**src/rtl/xorshift32.sv**
```systemverilog
// Registered 32-bit Marsaglia xorshift generator with seed load/scramble and
// on-demand advance; the state register never holds zero.
module xorshift32 #(
  parameter logic [31:0] RESET_SEED = 32'h0000_0001,
  parameter int          STEPS      = 1
) (
  input  logic        clk,
  input  logic        rst_n,
  input  logic [31:0] a,
  input  logic        load,
  input  logic        en,
  output logic [31:0] x,
  output logic        valid
);

  logic [31:0] state_q, state_d;
  logic        valid_q, valid_d;
  logic [31:0] seed_sel;

  function automatic logic [31:0] step_f(input logic [31:0] v);
    logic [31:0] t;
    t = v ^ (v << 13);
    t = t ^ (t >> 17);
    return t ^ (t << 5);
  endfunction

  // STEPS is clamped to the supported 1..4 range; unused stages fall away.
  function automatic logic [31:0] scramble(input logic [31:0] v);
    logic [31:0] r;
    r = v;
    for (int i = 0; i < 4; i++) begin
      if (i < STEPS || i == 0) r = step_f(r);
    end
    return r;
  endfunction

  always_comb begin
    seed_sel = (a == 32'd0) ? RESET_SEED : a;
    state_d  = state_q;
    valid_d  = valid_q;
    if (load) begin
      state_d = scramble(seed_sel);
      valid_d = 1'b1;
    end else if (en) begin
      state_d = scramble(state_q);
    end
  end

  always_ff @(posedge clk) begin
    if (!rst_n) begin
      state_q <= RESET_SEED;
      valid_q <= 1'b0;
    end else begin
      state_q <= state_d;
      valid_q <= valid_d;
    end
  end

  assign x     = state_q;
  assign valid = valid_q;

endmodule

```
**config.mk**
```make
export PLATFORM = sky130hd
export DESIGN_NAME = xorshift32
export DESIGN_NICKNAME = d
export VERILOG_FILES = /design/src/rtl/xorshift32.sv
export SDC_FILE = /design/constraint.sdc
export NUM_CORES = 1
export LEC_CHECK = 0
export ABC_AREA = 1
export CAP_MARGIN = 20
export CORE_MARGIN = 10
export CORE_UTILIZATION = 42
export CTS_CLUSTER_SIZE = 10
export DETAILED_ROUTE_END_ITERATION = 10
export DONT_BUFFER_PORTS = 1
export PLACE_DENSITY = 0.53
export SLEW_MARGIN = 15
export SYNTH_ARGS = -nofsm -noshare
export SYNTH_HDL_FRONTEND = slang
export SYNTH_SLANG_ARGS = --single-unit
```
**constraint.sdc**
```tcl
create_clock -name clk -period 3.1 [get_ports clk]
set_clock_uncertainty 0.2 [all_clocks]
set_input_delay 0.31 -clock clk [delete_from_list [all_inputs] [get_ports clk]]
set_output_delay 0.31 -clock clk [all_outputs]
set_load 0.02 [all_outputs]
```
---- Word-level counts from Yosys, hierarchy flattened ----
Cells that the tools add are included.
word-level totals
  bits in registers ....................... 33
  bits of input ports ..................... 36
  output and inout port bits .............. 33
  word-level logic and storage cells ...... 13
cells by class
  mux-type cells .......................... 3
  bitwise logic cells ..................... 6
  reduce and logical (&&, ||, !) cells .... 2
operator list
  cell                                     number
  32-bit XOR                               4
  32-bit two-way mux                       3
  32-bit by 15-bit XOR with 32-bit output  2
  32-bit zero test                         1
  2-bit nonzero test                       1

---- Logic depth before layout (Yosys ltp) ----
Gate-level depths: netlist (run 1).
  word-level depth ........................ 6
  gate-level depth with buffers ........... 10
  gate-level depth less buffers ........... 10

---- Least setup slack after synthesis (run 1) ----
OpenSTA, ideal clock, no wires.
  kind .................................... flip-flop to flip-flop
  start point ............................. register state_q[18] (netlist: x[18])
  end point ............................... register state_q[6] (netlist: x[6])
  setup time .............................. 109 ps
  data arrival time ....................... 1223 ps
  required time ........................... 2791 ps
  path slack .............................. 1568 ps
  stages on the path, launching flop included .. 8
  buffers on the path ..................... 0
  period minus slack after synthesis ...... 1532 ps
  cells stage by stage .................... dfxtp_1 -> xnor2_2 -> xor2_1 -> nand2_1 -> nand3_1 -> nand3_1 -> nand2_1 -> inv_1
on the way
  word-level cells in the longest chain between the ends .. 5
ends and longest elaborated chain
  what                                     RTL line  source
  start, declared                          16        logic [31:0] state_q, state_d;
  start signal, assigned                   54        state_q <= state_d;
  32-bit XOR                               22        t = v ^ (v << 13);
  32-bit by 15-bit XOR with 32-bit output  23        t = t ^ (t >> 17);
  32-bit XOR                               24        return t ^ (t << 5);
  32-bit two-way mux                       44        end else if (en) begin
  32-bit two-way mux                       41        if (load) begin
Every way passes these cells. The select of a mux whose other input is x is not followed.
A chain may end at the register's enable or synchronous reset.

---- Final worst setup path (run 1) ----
  start point ............................. register state_q[13] (netlist: x[13])
  end point ............................... register state_q[9] (netlist: x[9])
The elaborated chain is that of the path after synthesis.

==> results.md, run 1 <==
- Part of the cycle the worst path needs: 59.4%
- Wirelength, routed: around 10 mm
- Cts repair resizes: 0
- Gate Count Post-Synth: 511
- Die area: 0.0115 mm2
- Initial antenna violation count: 0
- MaxCap Viol Count: 0
- Max Freq: 0.543 GHz
- Final setup fails: 0
- Total Routing Usage GR: 17.0%
- CTS max path bufs: 2
- CTS Buf Count: 5
- Worst Hold Class: primary input to flop
- Reg power frac: roughly 37%
- First-pass GRT wire length: 15.4 mm
- RSZ-0062 raised after global routing: no
- Status: finished, final reports clean
- Number of synthesized register bits: 33
- Post-Syn Area: 0.00318 mm2
- Area of the core: 0.00729 mm2
- Layout cells sized above 1: 5.31%
- Largest net degree at the start of global routing: 42
- Worst slew pin tran: approximately 850 ps
- Syn Area/Cell: approximately 6.2 um2
- Via-per-instance ratio: 4.96
- Pwr Density: 548 mW/mm2
- Clock latency on the worst-skew pair: 290 ps
- WL per Instance: 16.3 um
- Antenna Nets Post-Route: 0
- Arrival time at the worst endpoint: about 1900 ps
- Final Hold Viols: 0
- IO Count: approximately 70
- Vias in the first global route: 2912
- Comb power frac: between 40% and 50%
- H-tree Lvls: 2
- Gr ovfl total: 0
- Pleak: 1.73 nW
- Final nets: 543
- Data required time of the worst path: 3150 ps
- Post-synthesis sequential area ratio: 20.8%
- Initial Util: between 40% and 50%
- # diodes: 0
- Clock slew at reported path FFs: 80 ps
- Layout area overhead: 4.68%
- Final max-slew violation count: 0
- Slew margin rel.: 43.1%
- 1st-pass router iterations: 4
- Switching Share: a little under half
- Worst Setup Path Type: flop to flop
- Setup bufs post-CTS: 0
- Crit path launch type: flop
- Post-DP HPWL: 7.82 mm
- Maximum VDD drop: 263 uV
- DRC: 0
- Routed via count: 3012
- Die height: roughly 110 um
- Yosys warns: 0
- Time the worst path needs with I/O delays and setup: approximately 1800 ps
- Critical-path maximum fanout: 5
- Sw power: 0.851 mW
- GPL Wtd Cong: 0.866
- Root buf cell: clkbuf_8
- DRT iter0 DRCs: between 150 and 200
- Clock power share: between 15 and 20%
- Die X: between 100 and 150 um
- Distinct cells, synth: 27
- Hold_ws: 9.94 ps
- Row cnt: 31
- Port Buffers: 0
- Final TNS setup: 0 ps
- P_int: approximately 1 mW
- CP Capture Type: flop
- Mapped Nets: 547
- TritonCTS clock tree: done
- Num Clock Sinks: 33
==> state kept, by name (all words and copies together), names as in the netlist <==
register and count:
valid 1, x 32
==> synth_stat cells (all sizes together) <==
| library cell | number | area share [%] |
|---|---|---|
| or2 | 5 | 0.98 |
| o21ai | 25 | 3.9 |
| nand2b | 1 | 0.20 |
| a21oi | 26 | 4.1 |
| buf | 9 | 1.6 |
| clkbuf | 6 | 2.0 |
| o221ai | 1 | 0.28 |
| xor2 | 27 | 7.7 |
| xnor2 | 39 | 13 |
| a31oi | 1 | 0.20 |
| o211ai | 18 | 4.2 |
| nand3 | 52 | 8.2 |
| nand3b | 1 | 0.24 |
| nor2 | 39 | 5.1 |
| dfxtp | 33 | 21 |
| nand2 | 151 | 18 |
| inv | 77 | 9.1 |
==> power groups by stage <==
stage | Combinational (mW) | Clock, mW | Sequential, mW
after global routing | 0.944 | 0.347 | 0.688
after detailed placement | 0.810 | 0 | 0.688
after global placement | 0.803 | 0 | 0.687
final | 0.828 | 0.326 | 0.673
after CTS | 0.821 | 0.338 | 0.678
after floorplan | 0.680 | 0 | 0.650
==> routing by layer <==
metal	up-vias	track usage, %	part of all wire (%)
li1	1592	-	-
met2	64	29.2	49
met5	-	0	0
met3	10	4.55	6.3
met4	0	5.13	1.5
met1	1346	20.2	44
==> worst paths after layout <==
path,startpoint,to,slack [ps],cells past startpoint
hold / removal,en,x[15],10,3
hold reg to reg,valid,valid,390,2
setup reg to reg,x[13],x[9],1260,8
setup / recovery,x[13],x[9],1260,8
==> worst max-delay path, cell delays in order, from the launching register on <==
cell and delay [ps]:
dfxtp_1 570, xnor2_2 210, xor2_1 320, inv_1 130
nand2_1 80, nand3_1 70, nand3_1 130, nand2_1 50
inv_1 40
==> logic make-up after synthesis <==
group	count (synthesis)	synth area share, %
AND/OR/NAND/NOR	249	32.9
AO/OA/AOI/OAI	71	12.7
buffers and inverters	92	12.6
XOR/XNOR	66	21.0
flip-flops	33	20.8
==> layout by cell type (no fill, tap or decap), types with 2 or more instances in the layout <==
master         netlist  final
nand2_1            148    148
inv_1               77     76
nand3_1             52     52
nor2_1              38     38
dfxtp_1             33     33
xnor2_1             28     28
a21oi_1             26     26
xor2_1              26     26
o21ai_0             24     24
o211ai_1            18     18
xnor2_2             11     11
clkbuf_8             4      5
or2_1                3      3
or2_2                2      2
nand2_2              2      2
clkinv_2             0      2
dlygate4sd3_1        0      2
==> through the flow <==
stage                     util, %  std cells  setup WS, ps  power [mW]  cell area [um2]
after floorplan                 -        511          1570        1.33             3180
after global placement       43.9        596          1050        1.49             3200
after detailed placement     43.9        596          1020        1.50             3200
final                        45.7        607          1260        1.83             3330
after CTS                    45.3        606          1260        1.84             3300
after global routing         45.7        607          1100        1.98             3330
==> cell type report <==
| type | instances | area, um2 |
|---|---|---|
| flip-flops and latches | 33 | 661 |
| fillers | 829 | 3960 |
| multi-input cells | 386 | 2120 |
| clock inverters | 2 | 10.0 |
| repair buffers | 4 | 55.1 |
| well taps | 99 | 124 |
| clock buffers | 6 | 72.6 |
| inverters | 77 | 289 |
==> what timing repair did <==
action	in CTS	in global routing
hold buffers	2	0
endpoints found under the hold margin	21	0
endpoints found under the setup margin	0	0
(Power assumes the default switching activity.)
==> run 2: changes to the inputs <==
clock period = 1.8 ns   (was 3.1 ns; I/O delays follow)
==> results.md, run 2 (synthesis results as in run 1) <==
- Total Routing Usage GR: 17.8%
- Worst Hold Class: primary input to flop
- Vias in the first global route: 3106
- Area of the multi-input gates: 0.00212 mm2
- Initial Util: 43.7%
- Crit path launch type: primary input
- Clock slew at reported path FFs: ~70 ps
- Pwr Density: 928 mW/mm2
- DRT iter0 DRCs: between 100 and 150
- Total power: 3.36 mW
- TritonCTS clock tree: done
- Part of the cycle the worst path needs: 93.0%
- Time the worst path needs with I/O delays and setup: 1670 ps
- Storage cell area: 661 um2
- Setup bufs post-CTS: 0
- Worst flop-to-flop path startpoint: x[18]
- Layout area overhead: 13.6%
- Buf+Inv Stages, Crit Path: 1
- Die area: 0.0115 mm2
- IO Count: 69
- Gr ovfl total: 0
- Final TNS setup: 0 ps
- Final setup fails: 0
- Hold Crit Start: load
- Final Hold Viols: 1
- Most common cell after layout, fill and taps aside: nand2_1
- Worst setup path end: x[13]
- Layout cells sized above 1: 11.7%
- Die X: between 100 and 150 um
- # diodes: 0
- Failing checks: hold timing
- Final nets: 581
- DRC: 0
- 1st-pass router iterations: 5
- WL per Instance: approximately 16 um
- Fill cells: approximately 790
- Root buf cell: clkbuf_8
- Maximum VDD drop: 492 uV
- First-pass GRT wire length: 16.2 mm
- R2r worst-path depth: 7
- Antenna Nets Post-Route: 0
- Slew margin rel.: 40.3%
- Placed Cells: 635
- H-tree Lvls: 2
- Crit. Startpoint: rst_n
- Fin worst setup slack: 126 ps
- Worst path depth: 3
- MaxCap Viol Count: 0
- CP max-delay cell: dlygate4sd3_1
- Hold_ws: -0.218 ps
- Via-per-instance ratio: 5.01
- Max Freq: ~0.60 GHz
- Area of the core: 0.00729 mm2
- GPL Wtd Cong: 0.877
- Arrival time at the worst endpoint: 1690 ps
- CTS Buf Count: 5
- Most frequent cells in the layout: 148 x nand2_1, 77 x inv_1, 52 x nand3_1
- CP Capture Type: flop
- Data required time of the worst path: 1820 ps
- Worst R2R End: x[6]
- Worst Setup Path Type: primary input to flop
- Largest net degree at the start of global routing: 28
- Final max-slew violation count: 0
- Critical-path maximum fanout: 20
- Row cnt: 31
- Pleak: 1.93 nW
- Routed via count: approximately 3200
- Wirelength, routed: ~10 mm
- FF-to-FF setup slack: 130 ps
- Status: complete, but fails checks
- Num Clock Sinks: 33
- Worst slack at placement: 173 ps
- Post-DP HPWL: 8.18 mm
- Post-route insts no fill: 644
- Number of flip-flops in the largest register: 32
- Port Buffers: 0
- Crit path cell chain: dlygate4sd3_1 -> o21ai_0 -> a21oi_1
- Worst slew pin tran: 893 ps
- Clock latency on the worst-skew pair: between 200 and 300 ps
- CTS max path bufs: 2
- Die height: approximately 110 um
- Initial antenna violation count: 0
- Max incr delay on CP: 1120 ps
- Crit-path leading delay family: buffers and inverters
- RSZ-0062 raised after global routing: no
[run 2: cell count changes in the layout (fill, tap and decap cells not counted), sizes merged]
cell	change
clkbuf	+1
inv	+1
clkinv	-3
buf	+38
dlymetal6s4s	+1
dlygate4sd3	-1
[run 2: worst min path at each step]
stage | depth (start not counted) | to | slack (ps)
after floorplan | 3 | x[15] | 150
after global placement | 2 | x[2] | 90
after detailed placement | 2 | x[2] | 90
after CTS | 5 | x[21] | 6
after global routing | 4 | x[27] | 30
final | 5 | x[30] | -0.2
[run 2: report_power, final]
| part | leakage, nW | internal (mW) | switching (mW) |
|---|---|---|---|
| logic | 1.61 | 0.725 | 1.08 |
| registers | 0.275 | 0.842 | 0.132 |
| clock network | 0.0443 | 0.303 | 0.272 |
| total | 1.93 | 1.87 | 1.49 |
[run 2: repair_timing]
item / 4_1_cts / 5_1_grt
hold buffers: 2 / 0
setup endpoints to repair: 0 / 2
endpoints found under the hold margin: 29 / 0
resized for setup: 0 / 1
[run 2: per-layer routing]
layer  routed length, um  vias up  global-route usage [%]
met5                   0        -                       0
met4                 145        0                    4.93
met3                 653       13                    4.25
met2                5060       89                    30.4
met1                4460     1462                    21.6
li1                    -     1663                       -
[run 2: cell type report]
type,count,area share [%]
clock buffers,7,2.39
inverters,77,7.99
multi-input cells,386,58.7
well taps,99,3.43
flip-flops and latches,33,18.3
repair buffers,42,9.27
[run 2: stage by stage]
step                area, um2  utilization [%]
detailed placement       3510             48.1
CTS                      3610             49.6
global route             3620             49.6
global placement         3510             48.1
floorplan                3180                -
finish                   3620             49.6
[run 2: tightest hold or removal path, cell delays in order]
cell,delay [ps]
a21oi_1,20
o21ai_0,50
nand3_1,70
o211ai_1,80
inv_1,40
==> run 3: changes to the inputs <==
SLEW_MARGIN = 40   (was 15)
==> results.md, run 3 (synthesis results as in run 1) <==
- Final nets: between 500 and 600
- Comb power frac: 53.8%
- Critical-path maximum fanout: 5
- DRC: 0
- Reg power frac: between 20% and 30%
- Total Routing Usage GR: approximately 18%
- GR Util met3: ~4.3%
- Met1 global-route usage: 21.6%
- Initial antenna violation count: 0
- Final TNS setup: 0 ps
- First-pass GRT wire length: 16.2 mm
- CP max-delay cell: dfxtp_1
- Pleak: 1.93 nW
- Gr ovfl total: 0
- Switching Share: 44.3%
- Arrival time at the worst endpoint: 1650 ps
- Area of the core: 0.00729 mm2
- Part of the cycle the worst path needs: 92.5%
- Maximum VDD drop: just under 500 uV
- Placed standard-cell area: 0.00351 mm2
- Antenna Nets Post-Route: 0
- Clock slew at reported path FFs: roughly 70 ps
- Die X: about 110 um
- Number of flip-flops in the largest register: 32
- Worst Setup Path Type: flop to flop
- Final setup fails: 0
- Final Hold Viols: 0
- WL per Instance: about 16 um
- Largest net degree at the start of global routing: 28
- Root buf cell: clkbuf_8
- Num Clock Sinks: 33
- Clock power share: 17.1%
- Initial Util: about 44%
- CTS max path bufs: 2
- Post-route insts no fill: around 640
- Clock latency on the worst-skew pair: 290 ps
- Pwr Density: roughly 930 mW/mm2
- # diodes: 0
- Slew margin rel.: 48.6%
- Port Buffers: 0
- CTS Buf Count: 5
- Status: finished, final reports clean
- Most frequent cells in the layout: 148 x nand2_1, 77 x inv_1, 52 x nand3_1
- MaxCap Viol Count: 0
- 1st-pass router iterations: 4
- Post-Route Utilization: between 40% and 50%
- Final max-slew violation count: 0
- Placed Cells: between 600 and 700
- Met2 usage: between 30% and 40%
- RSZ-0062 raised after global routing: no
- Routed via count: 3221
- P_int: 1.87 mW
- Busiest grt layer: met2
- Total power: 3.36 mW
- Max Freq: 0.600 GHz
- Fill cells: 790
- Most common cell after layout, fill and taps aside: nand2_1
- Via-per-instance ratio: 5.00
- Worst slew pin tran: about 770 ps
- Die height: 107 um
- H-tree Lvls: 2
- Data required time of the worst path: around 1800 ps
- Layout cells sized above 1: between 10% and 20%
- Sw power: between 1 and 1.5 mW
- Crit path launch type: flop
- GPL Wtd Cong: 0.877
- IO Count: 69
- Vias in the first global route: 3106
- Worst Hold Class: primary input to flop
- Crit path cell chain: xnor2_2 -> xor2_1 -> nand2_1 -> nand3_1 -> nand3_1 -> nand2_1 -> inv_1
- Time the worst path needs with I/O delays and setup: between 1500 and 2000 ps
- CP Capture Type: flop
- Wirelength, routed: ~10 mm
- Finished Cell Area: between 0.003 and 0.004 mm2
- Layout area overhead: 13.4%
- Post-DP HPWL: 8.18 mm
- Die area: approximately 0.011 mm2
- Row cnt: 31
- TritonCTS clock tree: done
- DRT iter0 DRCs: approximately 150
- Max incr delay on CP: 380 ps
==> run 3: cell types whose count changed in the layout (fill, tap and decap cells not counted), sizes merged <==
cell	delta
dlygate4sd3	-1
buf	+1
==> run 3: layout make-up <==
cell class | instances | area, um2 | share of cell area, %
Clock buffer | 7 | 86.3 | 2.39
Inverter | 77 | 289 | 8.00
Multi-Input combinational cell | 386 | 2120 | 58.7
Sequential cell | 33 | 661 | 18.3
Tap cell | 99 | 124 | 3.43
Timing Repair Buffer | 42 | 330 | 9.15
==> run 3: power groups by stage <==
stage | clock [mW] | combinational [mW] | sequential [mW]
after floorplan | 0 | 1.17 | 1.12
after global placement | 0 | 1.77 | 0.989
after detailed placement | 0 | 1.79 | 0.992
after CTS | 0.586 | 1.81 | 0.976
after global routing | 0.608 | 2.03 | 0.991
final | 0.575 | 1.81 | 0.975
==> run 3: worst max-delay path, delay by kind of cell (launching register included) <==
family	cells	cell delay [ps]
flops	1	380
simple gates	4	310
xor+xnor	2	630
buf+inv	1	30
==> run 3: through the flow <==
stage	setup WS (ps)	hold WS [ps]
after floorplan	268	151
after global placement	184	85.5
after detailed placement	173	89.9
after CTS	12.6	6.38
after global routing	3.33	30.8
final	135	4.03
==> run 3: per-layer routing <==
metal	vias to the layer above	share of wire (%)	wire, um
met5	-	0	0
met2	78	49	5060
met3	13	6.0	617
met4	0	1.4	145
li1	1664	-	-
met1	1466	44	4510
==> run 3: repair_timing <==
item                       CTS  global route
resized for setup            0             1
setup endpoints to repair    0             2
hold buffers                 2             0
hold endpoints to repair    29             0
setup buffers                0             0
==> run 3: path summary, 6_finish.rpt <==
check	startpoint	end	slack [ps]	cells after the start
worst max-delay path	x[18]	x[6]	130	7
worst min-delay path	load	x[30]	4	5
worst max register to register	x[18]	x[6]	130	7
worst min register to register	x[15]	x[15]	350	2
